**src/rtl/golden_nonce_reporter.sv**
```systemverilog
// Queues golden nonces in a small FIFO and streams each one out as a 6-byte frame:
// header, nonce bytes MSB first, then an XOR checksum of the four nonce bytes.
module golden_nonce_reporter #(
   parameter int         DEPTH_LOG2 = 2,
   parameter logic [7:0] HEADER     = 8'h55,
   parameter int         DROP_W     = 16
) (
   input  logic                  hash_clk,
   input  logic                  reset,
   input  logic                  nonce_strobe,
   input  logic [31:0]           nonce_in,
   output logic [7:0]            tx_data,
   output logic                  tx_valid,
   input  logic                  tx_ready,
   output logic [DEPTH_LOG2:0]   fifo_level,
   output logic [DROP_W-1:0]     drop_count,
   output logic                  busy
);
   localparam int DEPTH = 1 << DEPTH_LOG2;
   localparam int PW    = DEPTH_LOG2 + 1;

   typedef enum logic [1:0] {IDLE, HDR, DATA, CSUM} state_t;

   state_t              state_reg;
   logic [31:0]         mem [DEPTH];
   logic [PW-1:0]       wr_ptr_reg;
   logic [PW-1:0]       rd_ptr_reg;
   logic [PW-1:0]       level_reg;
   logic [DROP_W-1:0]   drop_reg;
   logic [31:0]         sh_reg;
   logic [7:0]          csum_reg;
   logic [7:0]          data_reg;
   logic [1:0]          idx_reg;
   logic                valid_reg;

   logic empty;
   logic full;
   logic pop;
   logic push;
   logic drop;
   logic handshake;

   // Pointers carry one extra wrap bit so a full FIFO is distinguishable from an empty one.
   assign empty     = (wr_ptr_reg == rd_ptr_reg);
   assign full      = (wr_ptr_reg[PW-1] != rd_ptr_reg[PW-1]) &&
                      (wr_ptr_reg[DEPTH_LOG2-1:0] == rd_ptr_reg[DEPTH_LOG2-1:0]);
   assign pop       = (state_reg == IDLE) && !empty;
   assign push      = nonce_strobe && (!full || pop);
   assign drop      = nonce_strobe && full && !pop;
   assign handshake = valid_reg && tx_ready;

   always_ff @(posedge hash_clk) begin
      if (push)
         mem[wr_ptr_reg[DEPTH_LOG2-1:0]] <= nonce_in;
   end

   always_ff @(posedge hash_clk) begin
      if (reset) begin
         wr_ptr_reg <= '0;
         rd_ptr_reg <= '0;
         level_reg  <= '0;
         drop_reg   <= '0;
      end else begin
         if (push)
            wr_ptr_reg <= wr_ptr_reg + PW'(1);
         if (pop)
            rd_ptr_reg <= rd_ptr_reg + PW'(1);
         level_reg <= level_reg + PW'(push) - PW'(pop);
         if (drop && (drop_reg != '1))
            drop_reg <= drop_reg + DROP_W'(1);
      end
   end

   always_ff @(posedge hash_clk) begin
      if (reset) begin
         state_reg <= IDLE;
         valid_reg <= 1'b0;
         data_reg  <= 8'h00;
         sh_reg    <= '0;
         csum_reg  <= 8'h00;
         idx_reg   <= 2'd0;
      end else begin
         case (state_reg)
            IDLE: begin
               if (!empty) begin
                  sh_reg    <= mem[rd_ptr_reg[DEPTH_LOG2-1:0]];
                  csum_reg  <= 8'h00;
                  data_reg  <= HEADER;
                  valid_reg <= 1'b1;
                  state_reg <= HDR;
               end
            end
            HDR: begin
               if (handshake) begin
                  data_reg  <= sh_reg[31:24];
                  csum_reg  <= 8'h00;
                  idx_reg   <= 2'd0;
                  state_reg <= DATA;
               end
            end
            DATA: begin
               // The byte just accepted folds into the checksum; sh always holds it in its top byte.
               if (handshake) begin
                  csum_reg <= csum_reg ^ data_reg;
                  sh_reg   <= {sh_reg[23:0], 8'h00};
                  if (idx_reg != 2'd3) begin
                     data_reg <= sh_reg[23:16];
                     idx_reg  <= idx_reg + 2'd1;
                  end else begin
                     data_reg  <= csum_reg ^ data_reg;
                     state_reg <= CSUM;
                  end
               end
            end
            CSUM: begin
               if (handshake) begin
                  valid_reg <= 1'b0;
                  state_reg <= IDLE;
               end
            end
            default: state_reg <= IDLE;
         endcase
      end
   end

   assign tx_data    = data_reg;
   assign tx_valid   = valid_reg;
   assign fifo_level = level_reg;
   assign drop_count = drop_reg;
   assign busy       = (state_reg != IDLE);

endmodule

```
**config.mk**
```make
export PLATFORM = sky130hd
export DESIGN_NAME = golden_nonce_reporter
export DESIGN_NICKNAME = d
export VERILOG_FILES = /design/src/rtl/golden_nonce_reporter.sv
export SDC_FILE = /design/constraint.sdc
export NUM_CORES = 1
export LEC_CHECK = 0
export CORE_MARGIN = 8
export CORE_UTILIZATION = 30
export CTS_CLUSTER_SIZE = 16
export DETAILED_ROUTE_END_ITERATION = 16
export GPL_ROUTABILITY_DRIVEN = 0
export PLACE_DENSITY = 0.48
export SYNTH_ARGS = -nofsm -noshare
export SYNTH_HDL_FRONTEND = slang
export SYNTH_SLANG_ARGS = --single-unit
```
**constraint.sdc**
```tcl
create_clock -name hash_clk -period 3.1 [get_ports hash_clk]
set_input_delay 0.465 -clock hash_clk [delete_from_list [all_inputs] [get_ports hash_clk]]
set_output_delay 0.465 -clock hash_clk [all_outputs]
set_load 0.01 [all_outputs]
```
==> results of run 1 <==
-- Yosys cell counts, types with 9 or more instances --
master | number | area, sq um
mux4_2 | 32 | 721
nor2b_1 | 10 | 62.6
dfxtp_1 | 80 | 1600
buf_2 | 11 | 55.1
a21oi_1 | 61 | 305
edfxtp_1 | 128 | 3840
clkbuf_1 | 31 | 116
a311oi_1 | 24 | 210
nand2_1 | 68 | 255
nand3_1 | 10 | 50.1
ha_1 | 14 | 175
nand4b_1 | 9 | 78.8
nand4_1 | 14 | 87.6
nor2_1 | 26 | 97.6
nand2b_1 | 10 | 62.6
inv_1 | 11 | 41.3
xnor2_1 | 13 | 114
o31ai_1 | 18 | 135
o21ai_0 | 21 | 105
-- worst max-delay path, cell delays in order (launching register included) --
cell	delay [ps]
dfxtp_1	380
inv_1	100
ha_1	320
o41ai_2	520
ha_1	310
inv_1	60
ha_1	120
inv_1	50
fa_1	370
xor2_1	170
xnor2_1	140
nor2_1	50
-- report_power, final --
| part | internal [mW] | switching, mW | total (mW) |
|---|---|---|---|
| Clock | 1.82 | 1.09 | 2.92 |
| Sequential | 3.27 | 0.242 | 3.51 |
| Combinational | 0.879 | 1.25 | 2.13 |
| Total | 5.97 | 2.59 | 8.56 |
-- metrics by stage --
step | total power [mW] | util (%) | setup slack [ps] | std cells
finish | 8.56 | 37.1 | 390 | 1136
global route | 9.06 | 37.1 | 156 | 1136
CTS | 8.68 | 37.1 | 364 | 1136
detailed placement | 5.73 | 34.2 | 336 | 1092
global placement | 5.68 | 34.2 | 452 | 1092
floorplan | 5.03 | - | 573 | 677
-- area by class of cell --
type                    instances  area, sq um
flip-flops and latches        208         5450
repair buffers                 80          768
well taps                     384          480
multi-input cells             409         3100
clock inverters                16          191
inverters                      11         41.3
fillers                      2741        18100
clock buffers                  28          646
-- layer usage --
metal	vias up	wire [microns]	GRT usage (%)	part of all wire (%)
met4	0	323	2.75	1.6
met2	130	9320	18.3	47
met3	19	774	1.86	3.9
met1	2816	9230	14.9	47
li1	2718	-	-	-
met5	-	0	0	0
-- cells by family after synthesis --
family,after synthesis
compound gates,150
xor+xnor,19
fa+ha+maj,15
simple gates,186
mux,39
buf+inv,60
flops,208
-- path summary, 6_finish.rpt --
check,endpoint,slack (ps)
worst max-delay path,fifo_level[2],390
worst max register to register,fifo_level[2],390
worst min register to register,sh_reg[0],470
worst min-delay path,drop_count[2],440
==> results.py, run 1 <==
metrics = {
    "final_layout": {
        "fin_area_sq_um": 10700,
        "final_nets": 785,
        "n_antenna_cell": 0,
        "synthToLayoutAreaGrowth_pct": 21.5,
        "final_cell_mix": "edfxtp_1, dfxtp_1, nand2_1, clkdlybuf4s50_1, a21oi_1",
        "final_common_cell": "edfxtp_1",
        "largest_register_ffs": 128,
        "drive_gt1_share_pct": 12.8,
    },
    "timing": {
        "tns_ps": 0,
        "hold_violations": 0,
        "hold_ws_ps": 443,
        "rsz0062_at_grt": "no",
        "final.period_utilization_pct": 87.4,
        "finClkSkew_ps": 11.7,
        "fmax_ghz": 0.369,
        "setup_viol": 0,
        "max_slew_margin_pct": 31.4,
        "worst_pin_slew_ps": 1030,
        "period_minus_slack_ps": 2710,
        "slew_violations": 0,
    },
    "worst_hold_path": {
        "worstHoldStart": "reset",
        "min_path_cells": 2,
        "hold_class": "in2reg",
    },
    "status": {
        "status": "finished, final reports clean",
    },
    "clock_network": {
        "post_cts_resized": 0,
        "clockBufferDepth": 3,
        "holdBufCountCts": 0,
        "postCtsSetupBuffers": 0,
        "cts_tree": "done",
        "cts.sinks": 208,
        "cts_root_buf": "clkbuf_16",
        "clk_pin_slew_worst_paths_ps": 60,
        "h-tree-depth": 1,
        "clock_latency_ps": 510,
        "cts_buffers": 24,
    },
    "placement": {
        "dpl_cell_area_sq_um": 9840,
        "hpwl_mm": 12.7,
        "portBuffers": 64,
    },
    "power_and_ir_drop": {
        "leakagePower_nw": 3.51,
        "power_per_cell_area_nw_per_um2": 802,
        "irDropWorstVdd_mv": 0.301,
    },
    "synth": {
        "synth_cell_types": 48,
        "ys_seq_elements": 208,
        "yosys.area_share.simple_pct": 11.2,
        "synth_fa_ha_area_share_pct": 2.22,
        "syn-cell-area_sq_um": 8780,
        "synth.area.mux_share_pct": 9.10,
        "synth_cells": 677,
        "ys_warn_count": 0,
        "synth_edf_count": 128,
        "synth_xor_area_share_pct": 1.98,
        "async_reset_ff_share_pct": 0,
        "yosysSeqAreaShare_pct": 62.0,
        "synthFlopType": "edfxtp_1",
        "synth-compound-area-share_pct": 10.8,
        "synth_top_family_by_area": "simple AND/OR/NAND/NOR gates",
        "syn_nets": 728,
        "avgSynthCellArea_sq_um": 13.0,
    },
    "setup_path": {
        "cp_max_fo": 9,
        "cp-start-kind": "register",
        "r2r_start": "state_reg[0]",
        "end_kind": "register",
        "worstPathRequired_ps": 3490,
        "reg2reg_depth": 11,
        "cp_data_arrival_time_ps": 3090,
        "crit_type": "reg2reg",
        "startpoint": "state_reg[0]",
    },
    "detailed_routing": {
        "drtPass1Iterations": 5,
        "vias": 5683,
        "viasPerCell": 5.00,
        "drtIter0Drc": 442,
        "postRouteAntennaNets": 0,
        "drcViolationCount": 0,
        "wl_per_cell_microns": 17.3,
        "wirelength_mm": 19.6,
    },
    "grt": {
        "grt-ovfl-total": 0,
        "grt_max_degree": 52,
        "grt.total_usage_pct": 11.1,
        "grt_pass1_wl_mm": 32.2,
        "grt_pass1_vias": 5887,
        "antenna_found_initial": 0,
    },
    "job": {
        "cap_violations": 0,
    },
    "floorplanning": {
        "initial_core_util_pct": 30.5,
        "dieArea_sq_um": 35000,
        "design.portCount": 65,
        "core_area_sq_um": 28800,
        "num_rows": 62,
        "die_y_microns": 187,
        "die_w_microns": 187,
    },
}
Power figures use the tool's default switching activity.
==> run 2, diff against run 1 <==
ABC_AREA = 0   (was unset)
SETUP_SLACK_MARGIN = 0.3   (was unset)
clock period = 2.5 ns   (was 3.1 ns; I/O delays follow)
==> run 2 against run 1 <==
Worst setup slack got worse by 150 ps. Final cell count increased by 1.8%. Clock-buffer cell count increased by 7. Total power increased by 27%. Register-to-register slack lost 150 ps. Utilization increased by 1.1 points. Critical path depth down 1. Global-route usage grew 0.38 points. Clock power grew 23%. Clock skew is 6.3 ps higher. Highest routed layer unchanged.
==> results.py, run 2 (synthesis gave the netlist of run 1 again) <==
metrics = {
    "setup_path": {
        "rrSetupSlack_ps": 240,
        "r2r_start": "rd_ptr_reg[1]",
        "worstPathRequired_ps": 2880,
        "cp-start-kind": "register",
        "cp_max_fo": 3,
        "end_kind": "register",
        "cp_data_arrival_time_ps": 2640,
        "crit_type": "reg2reg",
        "startpoint": "rd_ptr_reg[1]",
    },
    "detailed_routing": {
        "drcViolationCount": 0,
        "wirelength_mm": 20.6,
        "postRouteAntennaNets": 0,
        "drtPass1Iterations": 5,
        "vias": 5792,
        "viasPerCell": 5.01,
        "wl_per_cell_microns": 17.8,
        "drtIter0Drc": 339,
    },
    "floorplanning": {
        "dieArea_sq_um": 35000,
        "initial_core_util_pct": 30.5,
        "num_rows": 62,
        "design.portCount": 65,
        "die_y_microns": 187,
        "core_area_sq_um": 28800,
        "die_w_microns": 187,
    },
    "final_layout": {
        "final_common_cell": "edfxtp_1",
        "layout.cells.non_filler": 1157,
        "final_nets": 806,
        "largest_register_ffs": 128,
        "n_antenna_cell": 0,
        "seq_area_sq_um": 5450,
        "synthToLayoutAreaGrowth_pct": 25.2,
        "drive_gt1_share_pct": 17.3,
        "fillers": 2690,
        "fin_area_sq_um": 11000,
        "final_util_pct": 38.2,
        "final_cell_mix": "edfxtp_1, dfxtp_1, nand2_1, clkdlybuf4s50_1, a21oi_1",
        "multiInputGateArea_sq_um": 3190,
    },
    "clock_network": {
        "cts_buffers": 24,
        "cts_root_buf": "clkbuf_16",
        "clk_pin_slew_worst_paths_ps": 60,
        "clockBufferDepth": 3,
        "h-tree-depth": 1,
        "cts.sinks": 208,
        "holdBufCountCts": 0,
        "clock_latency_ps": 520,
        "cts_tree": "done",
    },
    "timing": {
        "rsz0062_at_grt": "yes",
        "worst_pin_slew_ps": 650,
        "fmax_ghz": 0.442,
        "slew_violations": 0,
        "finClkSkew_ps": 17.9,
        "final.period_utilization_pct": 90.6,
        "hold_violations": 0,
        "max_slew_margin_pct": 56.6,
        "setup_viol": 0,
        "period_minus_slack_ps": 2260,
    },
    "grt": {
        "grt_max_degree": 37,
        "antenna_found_initial": 0,
        "grt_util_met2_pct": 19.6,
        "top_usage_layer": "met2",
        "grt_pass1_wl_mm": 33.1,
        "grtUsageMet1_pct": 14.8,
        "grt-ovfl-total": 0,
        "grt_use_met3_pct": 2.05,
        "grt_pass1_vias": 6022,
        "grt.total_usage_pct": 11.5,
    },
    "worst_hold_path": {
        "hold_class": "in2reg",
        "worstHoldStart": "reset",
    },
    "placement": {
        "dp.cells": 1110,
        "dpl_cell_area_sq_um": 10100,
        "portBuffers": 64,
        "hpwl_mm": 13.1,
    },
    "power_and_ir_drop": {
        "p_seq_share_pct": 39.4,
        "power_per_cell_area_nw_per_um2": 992,
        "swShare_pct": 30.5,
        "comb_power_share_pct": 27.7,
        "internal_power_mw": 7.58,
        "clockPowerShare_pct": 33.0,
        "leakagePower_nw": 3.64,
        "irDropWorstVdd_mv": 0.598,
        "p_sw_mw": 3.33,
    },
    "job": {
        "cap_violations": 0,
    },
    "status": {
        "status": "finished, final reports clean",
    },
}
==> run 2: changes by cell type in the layout (fill, tap and decap cells not counted), sizes merged <==
cell           delta
buf              +21
clkbuf            +7
clkinv            -6
bufinv            -1
clkdlybuf4s50     -1
dlygate4sd2       +1
==> run 2: routing by layer <==
| metal | up-vias | share of wire, % |
|---|---|---|
| met2 | 123 | 49 |
| met3 | 28 | 4.5 |
| met1 | 2889 | 45 |
| li1 | 2752 | - |
| met4 | 0 | 2.0 |
| met5 | - | 0 |
==> run 2: worst max-delay path, cell delays in order, from the launching register on <==
cell and delay, ps:
dfxtp_1 320, xor2_1 210, o41ai_4 370, ha_1 280, inv_1 60, ha_2 150, inv_1 50, fa_2 340
xor2_1 170, xnor2_1 140, nor2_1 50
==> run 2: power by group through the flow <==
| stage | registers [mW] | clock network [mW] | logic, mW |
|---|---|---|---|
| 5_1_grt | 4.34 | 3.84 | 3.31 |
| 4_1_cts | 4.30 | 3.69 | 3.02 |
| 6_report | 4.30 | 3.60 | 3.02 |
| 3_3_place_gp | 4.35 | 0 | 2.89 |
| 3_5_place_dp | 4.36 | 0 | 2.96 |
| 2_1_floorplan | 4.30 | 0 | 1.94 |
==> run 2: final timing paths <==
check	end	depth (start not counted)
max	fifo_level[2]	10
min	fifo_level[1]	2
max reg2reg	fifo_level[2]	10
min reg2reg	sh_reg[7]	2
==> run 2: metrics by stage <==
stage / setup TNS [ps] / hold slack, ps / worst slack [ps] / power [mW]
3_3_place_gp: 0 / 455 / 28.9 / 7.23
2_1_floorplan: 0 / 443 / 139 / 6.24
5_1_grt: 0 / 395 / 98.0 / 11.5
3_5_place_dp: -14.9 / 460 / -14.9 / 7.33
6_report: 0 / 373 / 236 / 10.9
4_1_cts: 0 / 356 / 194 / 11.0
==> run 2: area by class of cell <==
cell class / instances / area share, %
clock inverter: 9 / 1.25
clock buffer: 35 / 6.29
timing repair buffer: 101 / 9.13
tap: 384 / 4.37
inverter: 11 / 0.375
multi-input combinational: 409 / 29.0
sequential: 208 / 49.6
==> run 2: timing repair <==
action,in CTS,in global routing
gates resized for setup,10,11
buffers inserted,2,1
pin swaps,3,3
gates cloned,0,0
endpoints found under the setup margin,154,144
==> run 3, diff against run 2 <==
CAP_MARGIN = 15   (was unset)
CTS_BUF_LIST = sky130_fd_sc_hd__clkbuf_4 sky130_fd_sc_hd__clkbuf_8 sky130_fd_sc_hd__clkbuf_16   (was unset)
==> run 3 against run 2 <==
Global-route usage did not move. Register-to-register slack hardly changed. Routed wire length barely moved. Combinational power hardly changed. Via count up 0.10%. Critical path type unchanged. Largest cell class unchanged.
==> results.py, run 3 (synthesis gave the netlist of run 1 again) <==
metrics = {
    "timing": {
        "fmax_ghz": 0.441,
        "finClkSkew_ps": 18.4,
        "final.period_utilization_pct": 90.6,
        "max_slew_margin_pct": 56.1,
        "tns_ps": 0,
        "setup_slack_ps": 235,
        "worst_pin_slew_ps": 659,
        "period_minus_slack_ps": 2270,
        "rsz0062_at_grt": "yes",
        "slew_violations": 0,
        "setup_viol": 0,
        "hold_violations": 0,
    },
    "detailed_routing": {
        "drtIter0Drc": 373,
        "vias": 5798,
        "wl_per_cell_microns": 17.8,
        "wirelength_mm": 20.6,
        "drtPass1Iterations": 4,
        "drcViolationCount": 0,
        "postRouteAntennaNets": 0,
        "viasPerCell": 5.01,
    },
    "floorplanning": {
        "design.portCount": 65,
        "die_w_microns": 187,
        "dieArea_sq_um": 35000,
        "initial_core_util_pct": 30.5,
        "die_y_microns": 187,
        "num_rows": 62,
        "core_area_sq_um": 28800,
    },
    "final_layout": {
        "multiInputGateArea_sq_um": 3190,
        "final_cell_mix": "edfxtp_1, dfxtp_1, nand2_1, clkdlybuf4s50_1, a21oi_1",
        "synthToLayoutAreaGrowth_pct": 25.5,
        "seq_area_sq_um": 5450,
        "n_antenna_cell": 0,
        "final_nets": 806,
        "final_util_pct": 38.3,
        "fillers": 2689,
        "final_common_cell": "edfxtp_1",
        "drive_gt1_share_pct": 18.1,
        "largest_register_ffs": 128,
        "fin_area_sq_um": 11000,
    },
    "power_and_ir_drop": {
        "total_power_mw": 11.0,
        "leakagePower_nw": 3.66,
        "irDropWorstVdd_mv": 0.599,
        "power_per_cell_area_nw_per_um2": 996,
    },
    "setup_path": {
        "rrSetupSlack_ps": 230,
        "worstPathRequired_ps": 2870,
        "startpoint": "rd_ptr_reg[1]",
        "cp_max_fo": 3,
        "regToRegEndpoint": "fifo_level[2]",
        "cp_data_arrival_time_ps": 2640,
        "crit_type": "reg2reg",
        "crit_end": "fifo_level[2]",
        "cp-start-kind": "register",
        "r2r_start": "rd_ptr_reg[1]",
        "end_kind": "register",
        "reg2reg_depth": 10,
    },
    "clock_network": {
        "cts_root_buf": "clkbuf_16",
        "cts_tree": "done",
        "h-tree-depth": 1,
        "holdBufCountCts": 0,
        "clk_pin_slew_worst_paths_ps": 60,
        "clockBufferDepth": 3,
        "cts_buffers": 24,
        "cts.sinks": 208,
        "clock_latency_ps": 520,
    },
    "placement": {
        "hpwl_mm": 13.1,
        "dpl_cell_area_sq_um": 10100,
        "portBuffers": 64,
        "place_ws_ps": -14.9,
    },
    "grt": {
        "grt_max_degree": 37,
        "antenna_found_initial": 0,
        "grt-ovfl-total": 0,
        "grt_pass1_wl_mm": 33.1,
        "grt_pass1_vias": 6029,
        "grt.total_usage_pct": 11.5,
    },
    "worst_hold_path": {
        "hold_class": "in2reg",
    },
    "job": {
        "cap_violations": 0,
    },
    "status": {
        "status": "finished, final reports clean",
    },
}
[run 3: cell counts in the layout (fill, tap and decap cells not counted)]
Identical to the previous run, type by type.
[run 3: metrics by stage]
stage / instances / hold WS (ps)
2_1_floorplan: 677 / 443
6_report: 1157 / 377
4_1_cts: 1156 / 356
5_1_grt: 1157 / 395
3_5_place_dp: 1110 / 460
3_3_place_gp: 1110 / 455
[run 3: worst max-delay path, cell delays in order (launching register included)]
cell	delay, ps
dfxtp_1	320
xor2_1	210
o41ai_4	370
ha_1	280
inv_1	60
ha_2	150
inv_1	50
fa_2	340
xor2_1	170
xnor2_1	140
nor2_1	50
[run 3: layer usage]
layer,global-route usage [%],routed length (microns)
met1,14.8,9320
met2,19.5,10000
met3,2.05,839
met4,2.90,422
met5,0,0
[run 3: worst min path at each step]
stage	startpoint	endpoint	slack, ps	depth (start not counted)
6_report	reset	fifo_level[1]	380	2
2_1_floorplan	sh_reg[0]	sh_reg[0]	440	2
5_1_grt	reset	wr_ptr_reg[0]	400	2
3_5_place_dp	sh_reg[7]	sh_reg[7]	460	2
3_3_place_gp	sh_reg[6]	sh_reg[6]	460	2
4_1_cts	reset	fifo_level[1]	360	2
[run 3: area by class of cell]
type                    count  area share [%]
clock buffers              35            6.48
clock inverters             9            1.25
inverters                  11           0.375
repair buffers            101            9.11
flip-flops and latches    208            49.5
multi-input cells         409            29.0
well taps                 384            4.36
[run 3: what timing repair did]
item,in CTS,in global routing
buffers inserted,2,1
pin swaps,3,3
endpoints found under the setup margin,154,144
hold endpoints to repair,0,0
gates resized for setup,10,11
[run 3: where the power goes]
part           switching (mW)  internal [mW]  total [mW]
Clock                    1.36           2.30        3.66
Sequential              0.242           4.05        4.30
Combinational            1.72           1.29        3.01
